==> src/rtl/lab3_cache_xfer_pkg.sv <==
// Shared definitions for the cache line transfer engine.
// State encoding, default line size and word address composition.
package lab3_cache_xfer_pkg;

    localparam int XFER_WORDS = 16;

    typedef enum logic [1:0] {
        IDLE,
        ISSUE,
        DRAIN,
        DONE
    } xfer_state_t;

    // Replace the word-offset field of a line address with a word index.
    function automatic logic [31:0] word_addr(
        input logic [31:0] line,
        input logic [31:0] idx,
        input int          idxw
    );
        logic [31:0] mask;
        mask = ~((32'd1 << (idxw + 2)) - 32'd1);
        return (line & mask) | (idx << 2);
    endfunction

endpackage

==> src/rtl/vc_mem_msgs_pkg.sv <==
// vc memory message formats for the 4-byte memory port.
// Shared by the cache side and the memory side of the system.
package vc_mem_msgs_pkg;

    localparam logic [2:0] MEM_TYPE_READ  = 3'd0;
    localparam logic [2:0] MEM_TYPE_WRITE = 3'd1;

    typedef struct packed {
        logic [2:0]  type_;
        logic [7:0]  opaque;
        logic [31:0] addr;
        logic [1:0]  len;
        logic [31:0] data;
    } mem_req_4B_t;

    typedef struct packed {
        logic [2:0]  type_;
        logic [7:0]  opaque;
        logic [1:0]  test;
        logic [1:0]  len;
        logic [31:0] data;
    } mem_resp_4B_t;

endpackage

==> src/rtl/cache_xfer_line_buf.sv <==
// WORDS x 32 line buffer: one word write port, full-line read.
// The synchronous clear loads the init line (zero or writeback data).
module cache_xfer_line_buf #(
    parameter  int WORDS = 16,
    localparam int IDXW  = $clog2(WORDS)
) (
    input  logic                  clk,
    input  logic                  clr,
    input  logic [32*WORDS-1:0]   init,
    input  logic                  we,
    input  logic [IDXW-1:0]       widx,
    input  logic [31:0]           wdata,
    output logic [32*WORDS-1:0]   line
);

    logic [31:0] mem [WORDS];

    // clear/preload wins over the single-word write port
    always_ff @(posedge clk) begin
        if (clr) begin
            for (int i = 0; i < WORDS; i++) begin
                mem[i] <= init[32*i +: 32];
            end
        end else if (we) begin
            mem[widx] <= wdata;
        end
    end

    for (genvar g = 0; g < WORDS; g++) begin : g_rd
        assign line[32*g +: 32] = mem[g];
    end

endmodule

==> src/rtl/cache_line_xfer.sv <==
// Line-to-word burst engine between cache controller and memory.
// LAB3_CACHE_XFER_OOO_EN: place read data by response opaque index.
module cache_line_xfer
    import vc_mem_msgs_pkg::*;
    import lab3_cache_xfer_pkg::*;
#(
    parameter int WORDS = XFER_WORDS
) (
    input  logic                clk,
    input  logic                reset,
    input  logic                istream_val,
    output logic                istream_rdy,
    input  logic                istream_rw,
    input  logic [31:0]         istream_addr,
    input  logic [32*WORDS-1:0] istream_wdata,
    output logic                ostream_val,
    input  logic                ostream_rdy,
    output logic [32*WORDS-1:0] ostream_rdata,
    output logic                ostream_rw,
    output logic                cache_req_val,
    input  logic                cache_req_rdy,
    output mem_req_4B_t         cache_req_msg,
    input  logic                cache_resp_val,
    output logic                cache_resp_rdy,
    input  mem_resp_4B_t        cache_resp_msg
);

    localparam int IDXW = $clog2(WORDS);
    localparam int CW   = IDXW + 1;
    localparam logic [CW-1:0] LAST = CW'(WORDS - 1);

    xfer_state_t state, state_nxt;

    logic [CW-1:0]       issue_cnt;
    logic [CW-1:0]       resp_cnt;
    logic                rw_q;
    logic [31:0]         base_q;
    logic [32*WORDS-1:0] line;
    logic [IDXW-1:0]     req_idx;
    logic                accept;
    logic                req_fire;
    logic                resp_fire;
    logic                buf_clr;
    logic                buf_we;
    logic [IDXW-1:0]     buf_widx;
    logic [32*WORDS-1:0] buf_init;
    logic                unused_resp;

    assign accept    = istream_val && istream_rdy;
    assign req_fire  = cache_req_val && cache_req_rdy;
    assign resp_fire = cache_resp_val && cache_resp_rdy;
    assign req_idx   = issue_cnt[IDXW-1:0];

    // next state and handshake outputs; all held low during reset
    always_comb begin
        state_nxt      = state;
        istream_rdy    = 1'b0;
        cache_req_val  = 1'b0;
        cache_resp_rdy = 1'b0;
        ostream_val    = 1'b0;
        if (reset) begin
            unique case (state)
                IDLE: begin
                    istream_rdy = 1'b1;
                    if (istream_val) state_nxt = ISSUE;
                end
                ISSUE: begin
                    cache_req_val  = 1'b1;
                    cache_resp_rdy = 1'b1;
                    if (cache_req_rdy && issue_cnt == LAST) begin
                        if (cache_resp_val && resp_cnt == LAST)
                            state_nxt = DONE;
                        else
                            state_nxt = DRAIN;
                    end
                end
                DRAIN: begin
                    cache_resp_rdy = 1'b1;
                    if (cache_resp_val && resp_cnt == LAST)
                        state_nxt = DONE;
                end
                DONE: begin
                    ostream_val = 1'b1;
                    if (ostream_rdy) state_nxt = IDLE;
                end
                default: state_nxt = IDLE;
            endcase
        end
    end

    // state register
    always_ff @(posedge clk) begin
        if (!reset) state <= IDLE;
        else        state <= state_nxt;
    end

    // command latch and issue/response counters
    always_ff @(posedge clk) begin
        if (!reset) begin
            issue_cnt <= '0;
            resp_cnt  <= '0;
            rw_q      <= 1'b0;
            base_q    <= '0;
        end else if (accept) begin
            issue_cnt <= '0;
            resp_cnt  <= '0;
            rw_q      <= istream_rw;
            base_q    <= istream_addr;
        end else begin
            if (req_fire)  issue_cnt <= issue_cnt + CW'(1);
            if (resp_fire) resp_cnt  <= resp_cnt + CW'(1);
        end
    end

    assign buf_clr  = !reset || accept;
    assign buf_init = (reset && istream_rw) ? istream_wdata : '0;
    assign buf_we   = resp_fire && !rw_q;
`ifdef LAB3_CACHE_XFER_OOO_EN
    assign buf_widx = cache_resp_msg.opaque[IDXW-1:0];
`else
    assign buf_widx = resp_cnt[IDXW-1:0];
`endif

    cache_xfer_line_buf #(
        .WORDS (WORDS)
    ) u_buf (
        .clk   (clk),
        .clr   (buf_clr),
        .init  (buf_init),
        .we    (buf_we),
        .widx  (buf_widx),
        .wdata (cache_resp_msg.data),
        .line  (line)
    );

    // request for word issue_cnt, held until its handshake
    always_comb begin
        cache_req_msg        = '0;
        cache_req_msg.type_  = rw_q ? MEM_TYPE_WRITE : MEM_TYPE_READ;
        cache_req_msg.opaque = 8'(req_idx);
        cache_req_msg.addr   = word_addr(base_q, 32'(req_idx), IDXW);
        cache_req_msg.len    = 2'd0;
        cache_req_msg.data   = line[32*req_idx +: 32];
    end

    assign ostream_rdata = line;
    assign ostream_rw    = rw_q;

    assign unused_resp = &{1'b0, cache_resp_msg.type_,
                           cache_resp_msg.opaque,
                           cache_resp_msg.test,
                           cache_resp_msg.len};

endmodule
==> config.mk <==
export PLATFORM = sky130hd
export DESIGN_NAME = cache_line_xfer
export DESIGN_NICKNAME = d
export VERILOG_FILES = /design/src/rtl/lab3_cache_xfer_pkg.sv /design/src/rtl/vc_mem_msgs_pkg.sv /design/src/rtl/cache_xfer_line_buf.sv /design/src/rtl/cache_line_xfer.sv
export SDC_FILE = /design/constraint.sdc
export NUM_CORES = 1
export LEC_CHECK = 0
export ABC_AREA = 0
export BUFFER_PORTS_ARGS = -buffer_cell sky130_fd_sc_hd__buf_2
export CORE_AREA = 5 5 459 461
export CTS_CLUSTER_DIAMETER = 30
export DETAILED_ROUTE_END_ITERATION = 16
export DIE_AREA = 0 0 464 466
export HOLD_SLACK_MARGIN = 0.06
export PLACE_DENSITY = 0.41
export REMOVE_ABC_BUFFERS = 1
export SLEW_MARGIN = 20
export SYNTH_ARGS = -nofsm -noshare
export SYNTH_HDL_FRONTEND = slang
export SYNTH_HIERARCHICAL = 1
export SYNTH_SLANG_ARGS = --single-unit
export TNS_END_PERCENT = 1
==> constraint.sdc <==
create_clock -name clk -period 4.5 [get_ports clk]
set_input_delay 0.225 -clock clk [delete_from_list [all_inputs] [get_ports clk]]
set_output_delay 0.225 -clock clk [all_outputs]
set_load 0.01 [all_outputs]
==> impl_metrics.py, run 1 <==
metrics = {
    "status": {
        "status": "finished clean",
    },
    "floorplanning": {
        "rows": 167,
        "die-area_um2": 216200,
        "die_x_um": 464,
        "ios": 1192,
        "core_um2": 206000,
        "die_height_um": 466,
        "initial_core_util_pct": 15.26,
    },
    "sta": {
        "rsz0062_at_grt": "false",
        "max_slew_margin_pct": 9.675,
        "worstMarginPinSlew_ps": 1355,
        "period_share_pct": 91.41,
        "min_period_ps": 4114,
        "fin_skew_ps": 54.76,
        "fmax_mhz": 243.1,
        "drv_slew": 0,
        "setup_viol": 0,
        "hold_viol": 0,
        "hold_slack_ps": 115.8,
    },
    "clock_network": {
        "root_buffer": "clkbuf_16",
        "cts_made_buffers": 192,
        "ctsHoldBuffers": 963,
        "post-cts-setup-buffers": 0,
        "cts_tree": "yes",
        "cts.repair.resized": 0,
        "clk_pin_slew_ps": 40,
        "insertion_delay_ps": 840,
        "cts.sinks": 551,
        "cts-htree-levels": 4,
        "clk_path_buf_depth": 3,
    },
    "synthesis": {
        "synth-seq-cells": 551,
        "synth_edf_count": 512,
        "synthCells": 2262,
        "synth_mux_area_share_pct": 28.56,
        "yosys.area_share.xor_xnor_pct": 0.1671,
        "synthArstFlopShare_pct": 0,
        "synth-adder-area-share_pct": 0.3581,
        "syn_area_um2": 31450,
        "synth_top_family_by_area": "multiplexers",
        "synth_compound_area_share_pct": 1.894,
        "avgSynthCellArea_um2": 13.90,
        "yosys.area_share.simple_pct": 12.71,
        "synth_ff_type": "edfxtp_1",
        "yosysSeqAreaShare_pct": 51.37,
        "yosysUniqueCellTypes": 41,
        "synthTopCellsByArea": "edfxtp_1 49%, mux2_2 16%, and3_1 10%",
        "yosysTopAreaCell": "edfxtp_1",
        "yosys_warnings": 6,
        "yosys.area.top_type_share_pct": 48.89,
    },
    "power": {
        "swShare_pct": 31.00,
        "peakVddDrop_mv": 0.3636,
        "power_frac_comb_pct": 19.7,
        "internal-power_uw": 16350,
        "finalPower_uw": 23690,
        "power_density_nw_per_um2": 424.4,
        "power_switching_uw": 7345,
        "power_frac_clock_pct": 50.4,
        "p_leak_uw": 0.02618,
        "seq_power_share_pct": 29.9,
    },
    "routing": {
        "drtPass1Iterations": 5,
        "vias_per_cell": 4.394,
        "ant_nets": 0,
        "wl_per_cell_um": 33.52,
        "vias": 31940,
        "drtIter0Drc": 3018,
        "drc": 0,
        "totalWireLength_um": 243600,
    },
    "final_layout": {
        "syn_to_final_growth_pct": 77.49,
        "nFillCells": 21630,
        "drive_gt1_share_pct": 47.34,
        "nNetsFinal": 4991,
        "final_util_pct": 27.09,
    },
    "hold_path": {
        "hp-class": "in -> reg",
    },
    "placement": {
        "dp_hpwl_um": 174600,
        "routabilityCongestion": 0.9422,
        "port_buffers": 1160,
    },
    "grt": {
        "grt_use_total_pct": 21.49,
        "grt_max_degree": 212,
        "antenna_found_initial": 58,
        "grt_overflow": 0,
        "grt_pass1_wl_um": 313700,
        "grt_pass1_vias": 33600,
    },
    "setup_path": {
        "crit_required_ps": 5070,
        "path_class": "reg -> reg",
        "start_kind": "flop",
        "worstPathArrival_ps": 4690,
        "path_buf_inv": 3,
        "path_delay_family": "buffers and inverters",
        "max_stage_delay_ps": 740,
        "worst_path_max_delay_cell": "buf_4",
        "crit_fanout": 21,
        "cp_cell_sequence": "inv_1, ha_1, and3_1, nand2b_1, and4bb_4, nand2_4, buf_4, mux2_2, dlygate4sd3_1",
        "cp-end-kind": "flop",
    },
    "run": {
        "maxCapViolations": 0,
    },
}
kinds of logic (layout without fill, tap and decap cells):
| logic type | after synthesis | count (layout) |
|---|---|---|
| buf+inv | 283 | 2549 |
| xor+xnor | 6 | 6 |
| flops | 551 | 551 |
| fa+ha+maj | 9 | 9 |
| other cells | 1 | 38 |
| simple gates | 671 | 671 |
| compound gates | 98 | 98 |
| mux | 643 | 643 |
final timing paths:
check / startpoint / end / slack (ps) / cells after the start
worst max-delay path: state[0] / u_buf/mem[5][27] / 390 / 9
worst min register to register: base_q[22] / base_q[22] / 450 / 2
worst max register to register: state[0] / u_buf/mem[5][27] / 390 / 9
worst min-delay path: cache_resp_msg[6] / u_buf/mem[13][6] / 120 / 2
cell type report:
cell class	instances	area, um2	area share [%]
Timing Repair Buffer	2197	16360	29.31
Sequential cell	551	16170	28.96
Multi-Input combinational cell	1437	13980	25.04
Clock buffer	259	5177	9.276
Tap cell	2704	3383	6.061
Clock inverter	88	663.1	1.188
Antenna cell	28	70.07	0.1255
Inverter	5	18.77	0.03362
metal layers:
| metal | up-vias | track usage, % | wire length, um |
|---|---|---|---|
| met2 | 2044 | 36.00 | 116000 |
| met1 | 16290 | 24.86 | 92610 |
| li1 | 13140 | - | - |
| met5 | - | 0 | 217 |
| met4 | 34 | 8.677 | 9903 |
| met3 | 426 | 7.926 | 24920 |
sequential cells by signal, summed over array words and instances, names as in the netlist:
signal      cells
issue_cnt       5
state           2
base_q         26
ostream_rw      1
resp_cnt        5
u_buf/mem     512
through the flow:
stage	instances	cell area (um2)	worst slack, ps	setup TNS [ps]
CTS	7241	55750	365.3	0
floorplan	1993	29950	-1204	-53830
global route	7255	55780	218.3	0
global placement	5931	40270	720.3	0
finish	7269	55820	386.3	0
detailed placement	5931	40270	674.4	0
power groups by stage:
| stage | logic, uW | registers [uW] | clock network (uW) |
|---|---|---|---|
| final | 4670 | 7080 | 11900 |
| after global routing | 4900 | 7130 | 12400 |
| after CTS | 4720 | 7090 | 12100 |
| after detailed placement | 4050 | 7150 | 0 |
| after global placement | 4070 | 7150 | 0 |
| after floorplan | 1080 | 7190 | 0 |
synth_stat cells (5+ instances only):
cell,instances
nor2b_1,8
edfxtp_1,512
buf_2,58
mux4_2,105
nand2b_1,14
mux2_2,454
mux4_1,23
and3_1,517
o22ai_1,64
buf_12,12
inv_1,5
dfxtp_1,39
buf_4,32
nor2_1,45
buf_6,13
clkbuf_1,163
mux2_4,58
nand2_2,9
or2_2,6
ha_1,9
o21ai_0,23
nand2_1,58
layout by cell type, fill, tap and decap left out, drive strengths merged, types with 3 or more instances in the layout:
master / synthesis / final
and2: 4 / 4
and3: 517 / 517
buf: 115 / 1234
clkbuf: 163 / 259
clkinv: 0 / 84
conb: 1 / 10
dfxtp: 39 / 39
diode: 0 / 28
dlygate4sd3: 0 / 963
edfxtp: 512 / 512
ha: 9 / 9
inv: 5 / 8
mux2: 512 / 512
mux2i: 3 / 3
mux4: 128 / 128
nand2: 67 / 67
nand2b: 14 / 14
nor2: 46 / 46
nor2b: 8 / 8
o21ai: 27 / 27
o22ai: 64 / 64
or2: 7 / 7
xor2: 4 / 4
Power figures use the tool's default switching activity.
==> inputs of run 2 (changes only) <==
--- a/config.mk
+++ b/config.mk
@@ -5,14 +5,14 @@
 export SDC_FILE = /design/constraint.sdc
 export NUM_CORES = 1
 export LEC_CHECK = 0
-export ABC_AREA = 0
+export ABC_AREA = 1
 export BUFFER_PORTS_ARGS = -buffer_cell sky130_fd_sc_hd__buf_2
-export CORE_AREA = 5 5 459 461
+export CORE_AREA = 5 5 466 468
 export CTS_CLUSTER_DIAMETER = 30
 export DETAILED_ROUTE_END_ITERATION = 16
-export DIE_AREA = 0 0 464 466
+export DIE_AREA = 0 0 471 473
 export HOLD_SLACK_MARGIN = 0.06
-export PLACE_DENSITY = 0.41
+export PLACE_DENSITY = 0.42
 export REMOVE_ABC_BUFFERS = 1
 export SLEW_MARGIN = 20
 export SYNTH_ARGS = -nofsm -noshare
==> impl_metrics.py, run 2 <==
metrics = {
    "final_layout": {
        "nNetsFinal": 7809,
        "syn_to_final_growth_pct": 67.61,
        "layout_common_cells": "1819 x nand2_1, 1160 x buf_2, 996 x inv_1, 889 x dlygate4sd3_1, 834 x nand3_1",
        "drive_gt1_share_pct": 21.81,
        "mostFrequentLayoutCell": "nand2_1",
        "nFillCells": 23610,
        "largest_reg_flops": 512,
        "final_util_pct": 28.07,
        "top_regs": "u_buf/mem: 512 flops, base_q: 26 flops",
        "top_register": "u_buf/mem",
    },
    "setup_path": {
        "path_class": "reg -> reg",
        "worstPathArrival_ps": 4850,
        "worst_path_max_delay_cell": "nor2_4",
        "cpMostUsedCell": "nand2_1",
        "path_buf_inv": 4,
        "crit_required_ps": 5190,
        "path_delay_family": "simple AND/OR/NAND/NOR gates",
        "cp_cell_sequence": "inv_1, ha_1, nand2_1, nor2_2, inv_1, nor2_1, nand2_1, nor2_4, buf_4, nand3_1, nand2_1, dlygate4sd3_1",
        "cp-end-kind": "flop",
        "max_stage_delay_ps": 720,
        "crit_fanout": 38,
        "start_kind": "flop",
    },
    "sta": {
        "max_slew_margin_pct": 28.79,
        "setup_viol": 0,
        "finalWorstSetupSlack_ps": 335.3,
        "drv_slew": 0,
        "fmax_mhz": 240.1,
        "min_period_ps": 4165,
        "period_share_pct": 92.55,
        "worstMarginPinSlew_ps": 1067,
        "rsz0062_at_grt": "false",
        "hold_viol": 0,
        "fin_skew_ps": 52.29,
    },
    "synthesis": {
        "synth-seq-cells": 551,
        "yosysTopAreaCell": "edfxtp_1",
        "yosysSeqAreaShare_pct": 45.26,
        "yosysUniqueCellTypes": 27,
        "synth_ff_type": "edfxtp_1",
        "synth_most_common_cell": "nand2_1",
        "synthArstFlopShare_pct": 0,
        "synthTopCellsByArea": "edfxtp_1 43%, nand2_1 19%, nand3_1 12%",
        "avgSynthCellArea_um2": 6.775,
        "yosys_warnings": 6,
        "syn_area_um2": 35700,
        "yosys.area.top_type_share_pct": 43.07,
        "synth_edf_count": 512,
        "synthCells": 5269,
        "yosys-top-cells-count": "1836 x nand2_1, 999 x inv_1, 850 x nand3_1",
    },
    "grt": {
        "antenna_found_initial": 47,
        "grt_overflow": 0,
        "grt_use_total_pct": 23.36,
        "grt_max_degree": 123,
        "grt_pass1_wl_um": 362800,
        "grt_pass1_vias": 44860,
    },
    "floorplanning": {
        "die_x_um": 471,
        "die-area_um2": 222800,
        "core_um2": 213100,
        "ios": 1192,
        "rows": 170,
        "initial_core_util_pct": 16.75,
        "die_height_um": 473,
    },
    "routing": {
        "drtIter0Drc": 4281,
        "wl_met1_um": 105600,
        "totalWireLength_um": 273000,
        "drc": 0,
        "wl_per_cell_um": 26.67,
        "wl_met3_um": 32960,
        "ant_nets": 0,
        "drtPass1Iterations": 5,
        "vias_per_cell": 4.354,
        "route.met2.wl_um": 120600,
        "highest_layer": "met5",
        "vias": 44560,
    },
    "placement": {
        "port_buffers": 1160,
        "routabilityCongestion": 0.8944,
        "dp_hpwl_um": 190400,
        "place_ws_ps": 710.6,
    },
    "status": {
        "status": "finished clean",
    },
    "clock_network": {
        "cts_tree": "yes",
        "clk_pin_slew_ps": 40,
        "cts-htree-levels": 4,
        "cts.sinks": 551,
        "cts_made_buffers": 199,
        "root_buffer": "clkbuf_16",
        "insertion_delay_ps": 840,
        "clk_path_buf_depth": 3,
    },
    "power": {
        "power_density_nw_per_um2": 455.7,
        "p_leak_uw": 0.03180,
        "peakVddDrop_mv": 0.3812,
    },
    "hold_path": {
        "hp-class": "in -> reg",
    },
    "run": {
        "maxCapViolations": 0,
    },
}
run 2: cell types whose count changed in the layout (fill, tap and decap cells not counted), sizes merged, moves of 490 or more:
cell and change:
mux2 -512, nand3 +850, and3 -517, nor2 +490, nand2 +1769, inv +1015
run 2: cell type report:
type                       instances  area, um2  share of cell area, %
antenna                           24      60.06                 0.1004
clock buffer                     248       5214                  8.714
clock inverter                   124       1251                  2.091
inverter                        1025       3875                  6.477
multi-input combinational       3295      14110                  23.59
sequential                       551      16170                  27.02
tap                             2838       3551                  5.935
timing repair buffer            2130      15600                  26.07
run 2: kinds of logic (layout without fill, tap and decap cells):
| group | Yosys count | count (layout) | share of synthesized area, % |
|---|---|---|---|
| and+or+nand+nor | 3230 | 3231 | 37.04 |
| buffers and inverters | 1433 | 3527 | 16.43 |
| DFF | 551 | 551 | 45.26 |
| AOI/OAI and AO/OA | 45 | 45 | 0.9534 |
| adders and majority gates | 9 | 9 | 0.3155 |
| other | 1 | 34 | 0.01051 |
run 2: per-stage QoR:
step	cell area (um2)	hold slack (ps)	std cells	total power [uW]	setup TNS [ps]
floorplan	33720	360.7	4870	9750	-3011330
global placement	44350	444.9	8946	13540	0
detailed placement	44380	450.7	8947	13540	0
CTS	59740	60.20	10210	27500	0
global route	59810	78.97	10230	28400	0
finish	59830	99.49	10240	27270	0
run 2: tightest hold or removal path, cell delays in order:
cell     delay [ps]
buf_2           280
nand3_1         170
nand2_1          60
run 2: per-layer routing:
metal	GRT usage (%)	vias to the layer above
li1	-	19920
met1	27.52	21330
met2	36.77	2693
met3	9.699	609
met4	11.23	10
met5	0	-
run 2: repair_timing:
action | CTS | global route
setup buffers | 0 | 2
endpoints found under the setup margin | 0 | 27
hold endpoints to repair | 551 | 0
resized for setup | 0 | 1
hold buffers | 889 | 0
run 2: final timing paths:
kind | from | end | slack (ps) | cells after the start
hold reg to reg | issue_cnt[4] | issue_cnt[4] | 460 | 2
setup reg to reg | state[0] | u_buf/mem[6][2] | 340 | 12
hold / removal | cache_resp_msg[26] | u_buf/mem[9][26] | 100 | 3
setup / recovery | state[0] | u_buf/mem[6][2] | 340 | 12
run 2: power breakdown:
part	leakage, uW	switching [uW]	internal, uW
combinational	0.0228	4420	2090
clock	0.00316	4240	8960
sequential	0.00582	732	6820
